<file path="config.mk">
export PLATFORM = sky130hd
export DESIGN_NAME = seq_det_tdm_sched
export DESIGN_NICKNAME = d
export VERILOG_FILES = /design/src/rtl/seq_det_tdm_sched.sv
export SDC_FILE = /design/constraint.sdc
export NUM_CORES = 1
export LEC_CHECK = 0
export BUFFER_PORTS_ARGS = -buffer_cell sky130_fd_sc_hd__buf_2
export CORE_MARGIN = 5
export CORE_UTILIZATION = 55
export CTS_BUF_LIST = sky130_fd_sc_hd__clkbuf_8 sky130_fd_sc_hd__clkbuf_16
export CTS_CLUSTER_DIAMETER = 40
export DETAILED_ROUTE_END_ITERATION = 16
export PLACE_DENSITY = 0.77
export RECOVER_POWER = 100
export SLEW_MARGIN = 30
export SYNTH_ARGS = -nofsm -noshare
export SYNTH_HDL_FRONTEND = slang
export SYNTH_SLANG_ARGS = --single-unit
export TNS_END_PERCENT = 100
</file>
<file path="constraint.sdc">
create_clock -name clk -period 4.4 [get_ports clk]
set_clock_uncertainty 0.1 [all_clocks]
set_input_delay 0.22 -clock clk [delete_from_list [all_inputs] [get_ports clk]]
set_output_delay 0.22 -clock clk [all_outputs]
set_load 0.01 [all_outputs]
</file>
<file path="src/rtl/seq_det_tdm_sched.sv">
// Shared serial sequence detector: a round-robin arbiter feeds one engine that keeps
// a per-channel bit history, so overlapping matches on every channel are reported.
module seq_det_tdm_sched #(
    parameter int                NCH     = 4,
    parameter int                MAXLEN  = 8,
    parameter int                CHW     = $clog2(NCH),
    parameter logic [MAXLEN-1:0] PAT_RST = 8'b0001_0010,
    parameter int                LEN_RST = 5
) (
    input  logic              clk,
    input  logic              rst,
    input  logic [NCH-1:0]    ch_valid,
    input  logic [NCH-1:0]    ch_bit,
    output logic [NCH-1:0]    ch_ready,
    input  logic              cfg_we,
    input  logic [MAXLEN-1:0] cfg_pattern,
    input  logic [3:0]        cfg_len,
    input  logic [NCH-1:0]    cfg_ch_en,
    output logic              det_valid,
    output logic [CHW-1:0]    det_ch,
    input  logic              det_ready
);

    localparam int FW = $clog2(MAXLEN + 1);

    logic [MAXLEN-1:0] hist_q [NCH];
    logic [FW-1:0]     fill_q [NCH];
    logic [MAXLEN-1:0] pattern_q;
    logic [FW-1:0]     len_q;
    logic [NCH-1:0]    ch_en_q;
    logic [CHW-1:0]    rr_ptr_q;
    logic              det_valid_q;
    logic [CHW-1:0]    det_ch_q;

    logic              stall_s;
    logic [NCH-1:0]    eligible_s;
    logic              grant_any_s;
    logic [CHW-1:0]    grant_s;
    logic [CHW-1:0]    idx_s;
    logic [MAXLEN-1:0] new_hist_s;
    logic [FW-1:0]     new_fill_s;
    logic [MAXLEN-1:0] mask_s;
    logic              match_s;
    logic [FW-1:0]     len_d;

    // Round-robin grant: first eligible channel at or after rr_ptr, wrapping.
    always_comb begin
        stall_s     = cfg_we | (det_valid_q & ~det_ready);
        eligible_s  = ch_valid & ch_en_q;
        grant_any_s = 1'b0;
        grant_s     = '0;
        idx_s       = '0;
        for (int i = 0; i < NCH; i++) begin
            idx_s       = rr_ptr_q + CHW'(i);
            grant_s     = (!grant_any_s && eligible_s[idx_s]) ? idx_s : grant_s;
            grant_any_s = grant_any_s | eligible_s[idx_s];
        end
        grant_any_s = grant_any_s & ~stall_s & ~rst;
        ch_ready    = grant_any_s ? ({{(NCH-1){1'b0}}, 1'b1} << grant_s) : '0;
    end

    // Engine: shift the granted bit into its history and compare the low len bits.
    always_comb begin
        new_hist_s = {hist_q[grant_s][MAXLEN-2:0], ch_bit[grant_s]};
        new_fill_s = (fill_q[grant_s] == FW'(MAXLEN)) ? fill_q[grant_s]
                                                     : fill_q[grant_s] + FW'(1);
        mask_s = '0;
        for (int i = 0; i < MAXLEN; i++) begin
            mask_s[i] = (FW'(i) < len_q);
        end
        // A zero length would trivially match everything, so it means "detection off".
        match_s = grant_any_s && (len_q != '0) &&
                  (((new_hist_s ^ pattern_q) & mask_s) == '0) &&
                  (new_fill_s >= len_q);
        len_d = (int'(cfg_len) > MAXLEN) ? FW'(MAXLEN) : FW'(cfg_len);
    end

    // State update: configuration, per-channel history and the detection output register.
    always_ff @(posedge clk or posedge rst) begin
        if (rst) begin
            for (int c = 0; c < NCH; c++) begin
                hist_q[c] <= '0;
                fill_q[c] <= '0;
            end
            pattern_q   <= PAT_RST;
            len_q       <= FW'(LEN_RST);
            ch_en_q     <= '1;
            rr_ptr_q    <= '0;
            det_valid_q <= 1'b0;
            det_ch_q    <= '0;
        end else begin
            if (cfg_we) begin
                pattern_q <= cfg_pattern;
                len_q     <= len_d;
                ch_en_q   <= cfg_ch_en;
                for (int c = 0; c < NCH; c++) begin
                    hist_q[c] <= '0;
                    fill_q[c] <= '0;
                end
            end else if (grant_any_s) begin
                hist_q[grant_s] <= new_hist_s;
                fill_q[grant_s] <= new_fill_s;
                rr_ptr_q        <= grant_s + CHW'(1);
            end else begin
                rr_ptr_q <= rr_ptr_q;
            end

            if (match_s) begin
                det_valid_q <= 1'b1;
                det_ch_q    <= grant_s;
            end else if (det_valid_q && det_ready) begin
                det_valid_q <= 1'b0;
            end else begin
                det_valid_q <= det_valid_q;
            end
        end
    end

    assign det_valid = det_valid_q;
    assign det_ch    = det_ch_q;

endmodule

</file>
; ---- Yosys cells after proc, flatten, opt, wreduce, memory -nomap -nowiden
; Index checks and enable logic that the tools add are counted.
[totals]
output_inout_bits = 7
wordCells = 104
reg_bits = 69
[classes]
reduce_logical = 16
n_shift = 1
add_sub_neg = 5
n_mux = 35
n_eq_ne = 1
magnitude_cmp = 17
bitwise_logic = 15
[ops]
columns = operator, count
row1 = $mux W32, 2
row2 = $bwmux W32, 1
row3 = $mux W16, 2
row4 = $mux W4, 6
row5 = $bmux W8 S2, 1
row6 = $bwmux W16, 1
row7 = $demux W8 S2, 1
row8 = $lt A3 B4 Y1 const A, 4
row9 = $lt A2 B3 Y1 const B, 5
row10 = $mux W7, 2
row11 = $bmux W1 S2, 5
row12 = $and A8 B8 Y8, 1
row13 = $bmux W4 S2, 1
row14 = $demux W4 S2, 1
row15 = $logic_and A1 B1 Y1, 8
row16 = $logic_not A8 Y1, 1
row17 = $lt A1 B4 Y1 const A, 2
row18 = $lt A2 B4 Y1 const A, 2
row19 = $mux W2, 4
row20 = $mux W8, 1
row21 = $xor A8 B8 Y8, 1
row22 = $mux W1, 7
row23 = $add A2 B1 Y2 const B, 2
row24 = $add A2 B2 Y2 const B, 2
row25 = 16 further kinds, 27

; ---- Logic depth before layout (Yosys ltp)
[depth]
word_depth = 18
ltp_mapped = 19
mapped_depth_nobuf = 18

; ---- Least setup slack after synthesis
; No wires, ideal clock.
[synth_path]
path_kind = reg2reg
start = register ch_en_q[2]
end = register det_ch_q[0] (netlist: det_ch[0])
slack_ns = 0.643
setup_time_ns = 0.128
stages_incl_launch_ff = 18
required_ns = 4.172
arrival_ns = 3.529
synth_period_minus_slack_ns = 3.757
n_path_buf = 1
path_cell_list = dfstp_2 > nand2_1 > o311a_4 > nor2_8 > inv_4 > buf_6 > mux2i_1 > mux2_2 > inv_2 > ha_1 > ha_1 > a21o_1 > a21oi_1 > nor2b_1 > o221ai_1 > nor4_2 > nand4_2 > mux2_1
[synth_via]
elab_chain_len = 17
elab_cells_between_ends = 43
[synth_rtl]
columns = element, line_no
row1 = start: declaration, 30  ; logic [NCH-1:0] ch_en_q;
row2 = start signal: assignment, 95  ; ch_en_q <= cfg_ch_en;
row3 = $and A4 B4 Y4 *, 49  ; eligible_s = ch_valid & ch_en_q;
row4 = branches (longest 16 deep; another with $add A4 B1 Y4), n/a
row5 = end signal: assignment, 110  ; det_ch_q <= grant_s;
row6 = end: declaration, 33  ; logic [CHW-1:0] det_ch_q;
; Mark *: on every way between the ends. The select of a mux whose other input is x is not followed.
; A chain may end at the register's enable or synchronous reset.

; ---- Final worst setup path
; Ends and elaborated chain as after synthesis.

==> flow_summary.toml <==
[finish]
mostFrequentLayoutCells = "57 x dfrtp_1, 51 x nand2_1, 42 x nand3b_1, 32 x o21ai_0, 25 x buf_2"
drive_gt1_frac = 0.212
seq_area_um2 = 1640
fin_cells = 474
num_antenna_cells = 0
nNetsFinal = 429
final_common_cell = "dfrtp_1"
multiInputGateArea_um2 = 1820
final_cell_area_um2 = 4100
syn2layout_area_growth_pct = 14.7
fillCellCount = 507

[status]
failed_checks = "max-capacitance violations, max-slew violations"
status = "finished with violations"

[hold_path]
worstHoldPathType = "in -> reg"

[critical_path]
critPathKind = "reg -> reg"
required_ps = 4520
max_stage_delay_ps = 540
crit_chain = "nand2_1 > o311a_4 > nor2_8 > inv_4 > mux2i_1 > mux2i_1 > nor2_1 > nand2_1 > nand2_1 > ha_1 > nand2b_1 > a21o_1 > a21oi_1 > nor2b_1 > o221ai_1 > nor4_2 > nand4_2 > mux2_1"
worstSetupEndpointType = "flip-flop"
crit_top_cell = "nand2_1"
critPathLaunchType = "flip-flop"
cp_slowest_cell = "dfstp_2"
worstPathMaxFanout = 18
critical_path_arrival_ps = 4190

[run]
maxCapViolCount = 2

[floorplan]
die_h_um = 90.6
placementRows = 29
core-area_um2 = 6350
initial_core_util = 0.563
dieArea_um2 = 8210
die_width_um = 90.6
ios = 35

[logic_synthesis]
yosysWarnings = 0
synth.distinct_cells = 50
ys.flop_type = "dfrtp_1"
syn_inst = 344
yosysSeqAreaShare = 0.458
syn_nets = 381
synthesis.area_um2 = 3570
async_reset_ff_frac = 1.00
ys_ff_latch = 65
syn-mean-instance-area_um2 = 10.4
synth-edff-count = 0

[global_routing]
overflow = 0
grt_pass1_vias = 2987
antenna_found_initial = 0
grt_use_total = 0.219
grt_max_degree = 66
grt_pass1_wl_um = 14700

[sta]
post-route-min-period_ps = 4060
rsz0062_at_grt = "no"
maxSlewViolCount = 101
slew_headroom = -0.543
final-hold-violation-count = 0
setup_viol = 0
worst_slew_pin_slew_ps = 2310
fmax_ghz = 0.246
tns_ps = 0
fin_crit_sh = 0.923

[clock_network]
cts.sinks = 65
clk_latency_ps = 350
htreeDepth = 3
post_cts_buffers = 0
clk_pin_slew_ps = 70
clockBufferDepth = 2
tritoncts = "built"
root_buffer = "clkbuf_8"
cts_made_buffers = 9

[routing]
dr.pass1.iters = 4
ant_nets = 0
dr.first_iter.drc_count = 185
vias_per_cell = 5.90
vias = 2797
wl_per_cell_um = 17.8
post-route-drc-count = 0
wirelength_um = 8430

[placed_design]
place.gp.congestion = 0.869
dp_cells = 448
placed_cell_area_um2 = 3830
dp_hpwl_um = 5800
portBuffers = 34

[power_and_ir_drop]
peakVddDrop_mv = 0.339
power.switching_mw = 0.483
combPwrFrac = 0.236
swShare = 0.311
powerDensity_nw_per_um2 = 379
leakage_nw = 1.95
p_int_mw = 1.07
power_frac_seq = 0.436
p_clk_frac = 0.328
[worst paths after layout]
check | start | end | slack, ps | depth (start not counted)
max in group asynchronous | rst | hist_q[6]$_DFFE_PP0P_ | 1290 | 4
min in group asynchronous | rst | hist_q[30]$_DFFE_PP0P_ | 650 | 3
setup reg to reg | ch_en_q[2]$_DFFE_PP1P_ | det_ch[0]$_DFFE_PP0P_ | 340 | 18
hold reg to reg | det_ch[1]$_DFFE_PP0P_ | det_ch[1]$_DFFE_PP0P_ | 410 | 1
hold / removal | cfg_pattern[4] | pattern_q[4]$_DFFE_PP1P_ | 10 | 2
setup / recovery | ch_en_q[2]$_DFFE_PP1P_ | det_ch[0]$_DFFE_PP0P_ | 340 | 18
[area by class of cell]
| type | count | share of cell area |
|---|---|---|
| clock buffers | 10 | 0.0336 |
| flip-flops and latches | 65 | 0.399 |
| multi-input cells | 252 | 0.443 |
| inverters | 12 | 0.0116 |
| clock inverters | 6 | 0.0140 |
| repair buffers | 52 | 0.0751 |
| well taps | 77 | 0.0235 |
[registers in the layout, summed over array words and instances, names as in the netlist]
name,count
ch_en_q,4
len_q,4
rr_ptr_q,2
det_ch,2
pattern_q,8
fill_q,16
hist_q,28
det_valid,1
[Yosys cell counts, drive strengths merged (2+ instances only)]
library cell	count	area, um2
nand2	51	191
o311ai	2	17.5
nand3b	42	315
or3	2	12.5
xnor2	5	43.8
nor3	3	26.3
o221ai	2	17.5
clkbuf	12	45.0
dfrtp	57	1430
buf	3	27.5
a21oi	6	30.0
nor2	7	42.5
nand2b	2	12.5
mux2i	24	244
dfstp	8	210
o22ai	3	18.8
inv	12	47.6
nor2b	2	12.5
ha	9	113
a21o	5	37.5
nand3	5	25.0
and3	2	12.5
nor3b	5	37.5
mux2	23	263
o21ai	35	175
o22a	2	17.5
[what timing repair did]
item	in CTS	in global routing
resized for setup	0	0
hold buffers	9	1
hold endpoints to repair	31	1
setup endpoints to repair	0	0
[layer usage]
| layer | vias to the layer above | wire length, um | track usage |
|---|---|---|---|
| met2 | 69 | 4030 | 0.343 |
| met1 | 1386 | 3890 | 0.295 |
| met5 | - | 0 | 0 |
| met3 | 16 | 336 | 0.0450 |
| met4 | 0 | 174 | 0.0893 |
| li1 | 1326 | - | - |
[power by group through the flow]
stage | clock network, mW | logic, mW | registers [mW]
floorplan | 0 | 0.274 | 0.677
global placement | 0 | 0.349 | 0.685
detailed placement | 0 | 0.359 | 0.687
CTS | 0.515 | 0.367 | 0.675
global route | 0.549 | 0.405 | 0.683
finish | 0.510 | 0.366 | 0.676
[stage by stage]
step	total power [mW]	setup slack, ps	hold WS (ps)	utilization
6_report	1.55	338	14.0	0.646
5_1_grt	1.64	41.6	7.30	0.646
4_1_cts	1.56	362	0.360	0.647
3_5_place_dp	1.05	390	260	0.603
3_3_place_gp	1.03	515	262	0.603
2_1_floorplan	0.952	643	185	-
[critical path: cells and delay by family (launching register included)]
family	cells	cell delay (ps)
AO/OA/AOI/OAI	4	790
AND/OR/NAND/NOR	9	1300
adder cells (fa/ha/maj)	1	290
multiplexers	3	760
buffers and inverters	1	150
flip-flops	1	540
[cells by family (layout without fill, tap and decap cells)]
logic type | after synthesis | count (layout) | share of synthesized area
AOI/OAI and AO/OA | 64 | 64 | 0.113
xor gates and xnor gates | 6 | 6 | 0.0147
adders and majority gates | 9 | 9 | 0.0315
buffers and inverters | 27 | 80 | 0.0336
DFF | 65 | 65 | 0.458
muxes | 47 | 47 | 0.142
and+or+nand+nor | 126 | 126 | 0.207
(Power assumes the default switching activity.)
